File: src/rtl/ctrl_pkg.sv
// Shared types for the control sequencer: opcodes, FSM states,
// RAM address select codes and the decoded-op bundle.
package ctrl_pkg;

    typedef enum logic [3:0] {
        OP_NOP  = 4'h0,
        OP_MOVA = 4'h1,
        OP_MOVB = 4'h2,
        OP_MOVC = 4'h3,
        OP_ADD  = 4'h4,
        OP_SUB  = 4'h5,
        OP_AND  = 4'h6,
        OP_NOT  = 4'h7,
        OP_RSR  = 4'h8,
        OP_RSL  = 4'h9,
        OP_JMP  = 4'hA,
        OP_JZ   = 4'hB,
        OP_JC   = 4'hC,
        OP_IN   = 4'hD,
        OP_OUT  = 4'hE,
        OP_HALT = 4'hF
    } op_e;

    typedef enum logic [1:0] {
        ST_FETCH,
        ST_EXEC,
        ST_PAUSE,
        ST_HALT
    } state_e;

    typedef enum logic [1:0] {
        CLS_SINGLE,
        CLS_MEM,
        CLS_IO,
        CLS_HALT
    } cls_e;

    typedef enum logic [1:0] {
        CND_NONE,
        CND_Z,
        CND_C
    } cnd_e;

    localparam logic [1:0] MADD_PC = 2'b00;
    localparam logic [1:0] MADD_LD = 2'b01;
    localparam logic [1:0] MADD_ST = 2'b10;

    typedef struct packed {
        cls_e       cls;
        cnd_e       cnd;
        logic [1:0] madd;
        logic       rd;
        logic       wr;
        logic       io_in;
        logic       alu_m;
        logic       fbus;
        logic       flbus;
        logic       frbus;
        logic       cf_en;
        logic       zf_en;
        logic       reg_we;
    } dec_t;

endpackage

File: src/rtl/ctrl_seq_if.sv
// RAM and I/O port handshake bundle between sequencer and datapath.
interface ctrl_seq_if;

    logic       mem_ready;
    logic       in_valid;
    logic       out_ready;
    logic [1:0] madd;
    logic       ram_dl;
    logic       ram_xl;
    logic       in_en;
    logic       out_en;

    modport master (
        input  mem_ready, in_valid, out_ready,
        output madd, ram_dl, ram_xl, in_en, out_en
    );

    modport slave (
        output mem_ready, in_valid, out_ready,
        input  madd, ram_dl, ram_xl, in_en, out_en
    );

endinterface

File: src/rtl/ctrl_decode.sv
// Opcode to op-class and ALU/shifter/flag control decode.
module ctrl_decode
    import ctrl_pkg::*;
#(
    parameter int OP_W = 4
) (
    input  logic [OP_W-1:0] op,
    output dec_t            dec
);

    always_comb begin
        dec = '0;
        unique case (op)
            OP_W'(OP_MOVA): begin
                dec.fbus   = 1'b1;
                dec.reg_we = 1'b1;
            end
            OP_W'(OP_MOVB): begin
                dec.cls  = CLS_MEM;
                dec.madd = MADD_ST;
                dec.wr   = 1'b1;
            end
            OP_W'(OP_MOVC): begin
                dec.cls  = CLS_MEM;
                dec.madd = MADD_LD;
                dec.rd   = 1'b1;
            end
            OP_W'(OP_ADD), OP_W'(OP_SUB): begin
                dec.fbus   = 1'b1;
                dec.alu_m  = 1'b1;
                dec.cf_en  = 1'b1;
                dec.zf_en  = 1'b1;
                dec.reg_we = 1'b1;
            end
            OP_W'(OP_AND), OP_W'(OP_NOT): begin
                dec.fbus   = 1'b1;
                dec.alu_m  = 1'b1;
                dec.reg_we = 1'b1;
            end
            OP_W'(OP_RSR): begin
                dec.frbus  = 1'b1;
                dec.cf_en  = 1'b1;
                dec.reg_we = 1'b1;
            end
            OP_W'(OP_RSL): begin
                dec.flbus  = 1'b1;
                dec.cf_en  = 1'b1;
                dec.reg_we = 1'b1;
            end
            OP_W'(OP_JMP), OP_W'(OP_JZ), OP_W'(OP_JC): begin
                dec.cls  = CLS_MEM;
                dec.madd = MADD_PC;
                dec.rd   = 1'b1;
                if (op == OP_W'(OP_JZ)) dec.cnd = CND_Z;
                if (op == OP_W'(OP_JC)) dec.cnd = CND_C;
            end
            OP_W'(OP_IN): begin
                dec.cls   = CLS_IO;
                dec.io_in = 1'b1;
            end
            OP_W'(OP_OUT): begin
                dec.cls  = CLS_IO;
                dec.fbus = 1'b1;
            end
            OP_W'(OP_HALT): dec.cls = CLS_HALT;
            default: ;
        endcase
    end

endmodule

File: src/rtl/ctrl_seq.sv
// Multi-cycle fetch/execute sequencer with memory/I/O wait states,
// single-step pause, halt/restart and a retired-instruction counter.
module ctrl_seq
    import ctrl_pkg::*;
#(
    parameter int IR_W  = 8,
    parameter int OP_W  = 4,
    parameter int RA_W  = 2,
    parameter int CNT_W = 16
) (
    input  logic             clk,
    input  logic             rst,
    input  logic [IR_W-1:0]  ir,
    input  logic             z,
    input  logic             c,
    input  logic             start,
    input  logic             single_step,
    ctrl_seq_if.master       bus,
    output logic [RA_W-1:0]  reg_ra,
    output logic [RA_W-1:0]  reg_wa,
    output logic [OP_W-1:0]  alu_s,
    output logic             alu_m,
    output logic             shi_fbus,
    output logic             shi_flbus,
    output logic             shi_frbus,
    output logic             cf_en,
    output logic             zf_en,
    output logic             pc_ld,
    output logic             pc_inc,
    output logic             ir_ld,
    output logic             reg_we,
    output logic             halted,
    output logic             paused,
    output logic [CNT_W-1:0] instr_cnt
);

    if (IR_W < OP_W + 2 * RA_W) begin : g_bad_ir_w
        $error("ctrl_seq: IR_W must be >= OP_W + 2*RA_W");
    end

    state_e state, nxt;
    dec_t   dec;
    logic   taken;
    logic   retire;

    assign alu_s  = ir[IR_W-1 -: OP_W];
    assign reg_ra = ir[RA_W-1:0];
    assign reg_wa = ir[2*RA_W-1:RA_W];

    ctrl_decode #(.OP_W(OP_W)) u_dec (
        .op  (alu_s),
        .dec (dec)
    );

    assign taken = (dec.cnd == CND_NONE)
                 | ((dec.cnd == CND_Z) & z)
                 | ((dec.cnd == CND_C) & c);

    assign halted = (state == ST_HALT) & ~rst;
    assign paused = (state == ST_PAUSE) & ~rst;

    always_comb begin
        nxt        = state;
        retire     = 1'b0;
        bus.madd   = MADD_PC;
        bus.ram_dl = 1'b0;
        bus.ram_xl = 1'b0;
        bus.in_en  = 1'b0;
        bus.out_en = 1'b0;
        alu_m      = 1'b0;
        shi_fbus   = 1'b0;
        shi_flbus  = 1'b0;
        shi_frbus  = 1'b0;
        cf_en      = 1'b0;
        zf_en      = 1'b0;
        pc_ld      = 1'b0;
        pc_inc     = 1'b0;
        ir_ld      = 1'b0;
        reg_we     = 1'b0;
        // reset forces FETCH-shaped outputs and drops any pending commit
        if (rst) begin
            bus.ram_dl = 1'b1;
            nxt        = ST_FETCH;
        end else begin
            unique case (state)
                ST_FETCH: begin
                    bus.ram_dl = 1'b1;
                    if (bus.mem_ready) begin
                        ir_ld  = 1'b1;
                        pc_inc = 1'b1;
                        nxt    = ST_EXEC;
                    end
                end
                ST_EXEC: begin
                    alu_m     = dec.alu_m;
                    shi_fbus  = dec.fbus;
                    shi_flbus = dec.flbus;
                    shi_frbus = dec.frbus;
                    cf_en     = dec.cf_en;
                    zf_en     = dec.zf_en;
                    unique case (dec.cls)
                        CLS_SINGLE: begin
                            reg_we = dec.reg_we;
                            retire = 1'b1;
                        end
                        CLS_MEM: begin
                            if (!taken) begin
                                pc_inc = 1'b1;
                                retire = 1'b1;
                            end else begin
                                bus.madd   = dec.madd;
                                bus.ram_dl = dec.rd;
                                bus.ram_xl = dec.wr;
                                reg_we = bus.mem_ready & (dec.madd == MADD_LD);
                                pc_ld  = bus.mem_ready & (dec.madd == MADD_PC) & dec.rd;
                                retire = bus.mem_ready;
                            end
                        end
                        CLS_IO: begin
                            if (dec.io_in) begin
                                bus.in_en = 1'b1;
                                reg_we    = bus.in_valid;
                                retire    = bus.in_valid;
                            end else begin
                                bus.out_en = 1'b1;
                                retire     = bus.out_ready;
                            end
                        end
                        CLS_HALT: nxt = ST_HALT;
                    endcase
                    if (retire) nxt = single_step ? ST_PAUSE : ST_FETCH;
                end
                ST_PAUSE, ST_HALT: begin
                    if (start) nxt = ST_FETCH;
                end
            endcase
        end
    end

    always_ff @(posedge clk) begin
        if (rst) begin
            state     <= ST_FETCH;
            instr_cnt <= '0;
        end else begin
            state <= nxt;
            if (retire) instr_cnt <= instr_cnt + 1'b1;
        end
    end

endmodule

File: src/flat_wrapper.sv
// flat-port wrapper written by rule: the top's interface ports become plain ports
module ctrl_seq_flat import ctrl_pkg::*;
#(
    parameter int IR_W  = 8,
    parameter int OP_W  = 4,
    parameter int RA_W  = 2,
    parameter int CNT_W = 16
)
  (clk, rst, ir, z, c, start, single_step, reg_ra, reg_wa, alu_s, alu_m, shi_fbus, shi_flbus, shi_frbus, cf_en, zf_en, pc_ld, pc_inc, ir_ld, reg_we, halted, paused, instr_cnt, bus_mem_ready, bus_in_valid, bus_out_ready, bus_madd, bus_ram_dl, bus_ram_xl, bus_in_en, bus_out_en);
  ctrl_seq_if bus_i ();
  input  logic clk;
  input  logic rst;
  input  logic [IR_W-1:0] ir;
  input  logic z;
  input  logic c;
  input  logic start;
  input  logic single_step;
  output logic [RA_W-1:0] reg_ra;
  output logic [RA_W-1:0] reg_wa;
  output logic [OP_W-1:0] alu_s;
  output logic alu_m;
  output logic shi_fbus;
  output logic shi_flbus;
  output logic shi_frbus;
  output logic cf_en;
  output logic zf_en;
  output logic pc_ld;
  output logic pc_inc;
  output logic ir_ld;
  output logic reg_we;
  output logic halted;
  output logic paused;
  output logic [CNT_W-1:0] instr_cnt;
  input wire logic [$bits(bus_i.mem_ready)-1:0] bus_mem_ready;
  input wire logic [$bits(bus_i.in_valid)-1:0] bus_in_valid;
  input wire logic [$bits(bus_i.out_ready)-1:0] bus_out_ready;
  output wire logic [$bits(bus_i.madd)-1:0] bus_madd;
  output wire logic [$bits(bus_i.ram_dl)-1:0] bus_ram_dl;
  output wire logic [$bits(bus_i.ram_xl)-1:0] bus_ram_xl;
  output wire logic [$bits(bus_i.in_en)-1:0] bus_in_en;
  output wire logic [$bits(bus_i.out_en)-1:0] bus_out_en;
  assign bus_i.mem_ready = bus_mem_ready;
  assign bus_i.in_valid = bus_in_valid;
  assign bus_i.out_ready = bus_out_ready;
  assign bus_madd = bus_i.madd;
  assign bus_ram_dl = bus_i.ram_dl;
  assign bus_ram_xl = bus_i.ram_xl;
  assign bus_in_en = bus_i.in_en;
  assign bus_out_en = bus_i.out_en;
  ctrl_seq #(.IR_W(IR_W), .OP_W(OP_W), .RA_W(RA_W), .CNT_W(CNT_W)) u_core (.clk(clk), .rst(rst), .ir(ir), .z(z), .c(c), .start(start), .single_step(single_step), .bus(bus_i), .reg_ra(reg_ra), .reg_wa(reg_wa), .alu_s(alu_s), .alu_m(alu_m), .shi_fbus(shi_fbus), .shi_flbus(shi_flbus), .shi_frbus(shi_frbus), .cf_en(cf_en), .zf_en(zf_en), .pc_ld(pc_ld), .pc_inc(pc_inc), .ir_ld(ir_ld), .reg_we(reg_we), .halted(halted), .paused(paused), .instr_cnt(instr_cnt));
endmodule
File: config.mk
export PLATFORM = sky130hd
export DESIGN_NAME = ctrl_seq_flat
export DESIGN_NICKNAME = d
export VERILOG_FILES = /design/src/rtl/ctrl_pkg.sv /design/src/rtl/ctrl_seq_if.sv /design/src/rtl/ctrl_decode.sv /design/src/rtl/ctrl_seq.sv /design/src/flat_wrapper.sv
export SDC_FILE = /design/constraint.sdc
export NUM_CORES = 1
export LEC_CHECK = 0
export BUFFER_PORTS_ARGS = -buffer_cell sky130_fd_sc_hd__buf_4
export CAP_MARGIN = 20
export CORE_MARGIN = 10
export CORE_UTILIZATION = 53
export CTS_BUF_LIST = sky130_fd_sc_hd__clkbuf_16
export CTS_CLUSTER_DIAMETER = 120
export DETAILED_ROUTE_END_ITERATION = 16
export GPL_TIMING_DRIVEN = 0
export PLACE_DENSITY_LB_ADDON = 0.25
export SKIP_LAST_GASP = 1
export SYNTH_ARGS = -nofsm -noshare
export SYNTH_HDL_FRONTEND = slang
export SYNTH_HIERARCHICAL = 1
export SYNTH_SLANG_ARGS = --single-unit
File: constraint.sdc
create_clock -name clk -period 6.2 [get_ports clk]
set_clock_uncertainty 0.2 [all_clocks]
set_input_delay 0.93 -clock clk [delete_from_list [all_inputs] [get_ports clk]]
set_output_delay 0.93 -clock clk [all_outputs]
set_load 0.005 [all_outputs]
==> out/metrics.cfg <==
[yosys]
synth_cell_types=45
ys_seq_elements=18
synth_area_leaders=dfxtp_1 24%, mux2_2 5.9%, and3_1 5.3%
synthCells=198
yosys_warnings=6
ys_seq_area_share_pct=23.6
yosys.area.top_type=dfxtp_1
synth_top_cell_area_share_pct=23.6
synth_nets=216
syn_avg_cell_area_um2=7.72
synthesis.area_mm2=0.00153

[power]
p_total_w=0.000317
ir_worst_vdd_mv=0.156
p_leak_nw=0.924
power.density_mw_per_mm2=156

[grt]
grt_max_degree=11
grt_pass1_wl_mm=7.42
grt_pass1_vias=1604
track_usage_pct=16.2
antenna_found_initial=0
overflow=0

[setup_path]
path_cells=buf_6 > nor4bb_4 > a311o_1 > nand2b_1 > a211oi_1 > a31oi_1 > nor3_1 > buf_4
rr_worst_depth=7
cp.required_ns=5.07
slowest_delay_ns=0.46
critPathSlowestCell=nor4bb_4
critPathKind=in2out
crit_arrival_ns=2.79
worstPathMaxFanout=10
crit_path_start_kind=input port
critPathCaptureType=output pin

[clocking]
holdBufCountCts=0
cts_resized=0
cts_tree=done
htree_levels=1
insertion_delay_ns=0.25
cts_buffer_depth=2
cts_setup_buffers=0
cts_buffers=3
clock-sinks=18
clock_tree.root_cell=clkbuf_16
cts.reportedPaths.clkPinSlew_ns=0.05

[outcome]
status=finished, final reports clean

[min_path]
hold_path.class=reg2reg
holdPathStages=1

[floorplan]
ios=59
die_h_um=73.7
core-area_mm2=0.00276
rows=19
die-area_mm2=0.00543
initial_core_util_pct=55.4
die_x_um=73.7

[drt]
drt-vias-per-instance=5.99
drt-total-wl_mm=4.64
first_iter_violations=207
wl_per_cell_um=16.3
vias=1706
drtPass1Iterations=4
ant_nets=0
drc=0

[timing]
max-slew-margin-rel_pct=30.4
tns_ns=0
period_share_pct=63.2
setup_violations=0
report.final.slew_viol_count=0
final-hold-violation-count=0
max_freq_ghz=0.255
timing.hold.ws_ns=0.284
fin_crit_ns=3.92
rsz0062_at_grt=no
worst_slew_pin_slew_ns=1.04

[placed_design]
routabilityCongestion=0.904
port_buffers=52
dpl.cell_count=281
hpwlAfterDp_mm=3.42

[finish]
final_util_pct=73.8
antenna_cells=0
area_growth_pct=33.3
fillers=243
drive_above_1_share_pct=33.1
most-common-layout-cells=61 x buf_4, 20 x nor2_1, 18 x dfxtp_1
fin_nets=273
finalNonFillerCells=285
final_common_cell=buf_4

[flow_run]
max_cap_viol_count=0

cells in the mapped netlist (all sizes together):
| library cell | instances |
|---|---|
| a2111o | 1 |
| a211o | 2 |
| a211oi | 2 |
| a21oi | 10 |
| a311o | 1 |
| a31oi | 2 |
| and2 | 2 |
| and3 | 13 |
| and4 | 1 |
| buf | 15 |
| clkbuf | 6 |
| dfxtp | 18 |
| ha | 1 |
| inv | 7 |
| mux2 | 10 |
| mux2i | 3 |
| nand2 | 11 |
| nand2b | 6 |
| nand3 | 5 |
| nand3b | 2 |
| nand4 | 3 |
| nor2 | 20 |
| nor2b | 14 |
| nor3 | 9 |
| nor3b | 1 |
| nor4 | 10 |
| nor4b | 1 |
| nor4bb | 1 |
| o2111ai | 1 |
| o21a | 1 |
| o21ai | 6 |
| o22ai | 1 |
| o311ai | 3 |
| o31ai | 1 |
| o41ai | 4 |
| or2 | 1 |
| or3b | 1 |
| or4 | 1 |
| or4b | 1 |
cell type report:
type                       count  area [um^2]  share of cell area (%)
clock inverter                 1         3.75                   0.184
timing repair buffer          52          390                    19.2
buffer                        21          155                    7.62
inverter                       7         26.3                    1.29
sequential                    18          360                    17.7
clock buffer                   3         75.1                    3.69
multi-input combinational    152          986                    48.4
tap                           31         38.8                    1.91
worst paths after layout:
kind | from | endpoint | slack, ns
max | ir[4] | reg_we | 2.28
max reg2reg | u_core/state[1] | u_core/instr_cnt[13] | 3.72
min reg2reg | u_core/instr_cnt[4] | u_core/instr_cnt[4] | 0.28
min | u_core/instr_cnt[4] | u_core/instr_cnt[4] | 0.28
per-stage QoR:
step           worst slack (ns)  instance area [um^2]
6_report                   2.28                  2040
5_1_grt                    2.09                  2040
4_1_cts                    2.28                  2040
3_5_place_dp               2.29                  1960
3_3_place_gp               2.29                  1960
2_1_floorplan              2.64                  1530
layer usage:
layer | vias to the layer above | GRT usage [%] | share of wire [%]
li1 | 831 | - | -
met1 | 795 | 18.5 | 40
met2 | 72 | 28.4 | 49
met3 | 8 | 4.31 | 9.6
met4 | 0 | 5.18 | 1.6
met5 | - | 0 | 0
flip-flops by register name, summed over array words and instances (netlist names):
| signal | flops |
|---|---|
| u_core/instr_cnt | 16 |
| u_core/state | 2 |
critical path, delay by kind of cell:
kind                   cells  cell delay [ns]
AOI/OAI and AO/OA          3             0.86
and+or+nand+nor            3             0.75
buffers and inverters      2             0.26
power breakdown:
part	internal (W)	switching, W
Clock	0.0000857	0.0000443
Combinational	0.0000315	0.0000356
Sequential	0.000117	0.00000209
Total	0.000235	0.0000819
kinds of logic (layout without fill, tap and decap cells):
group | after synthesis | after routing | share of synthesized area (%)
AO/OA/AOI/OAI | 35 | 35 | 16.0
multiplexers | 13 | 13 | 9.34
adder cells (fa/ha/maj) | 1 | 1 | 0.819
buffers and inverters | 28 | 84 | 11.9
AND/OR/NAND/NOR | 103 | 103 | 38.4
flip-flops | 18 | 18 | 23.6
Note: power is estimated with default switching activity, not from simulation.
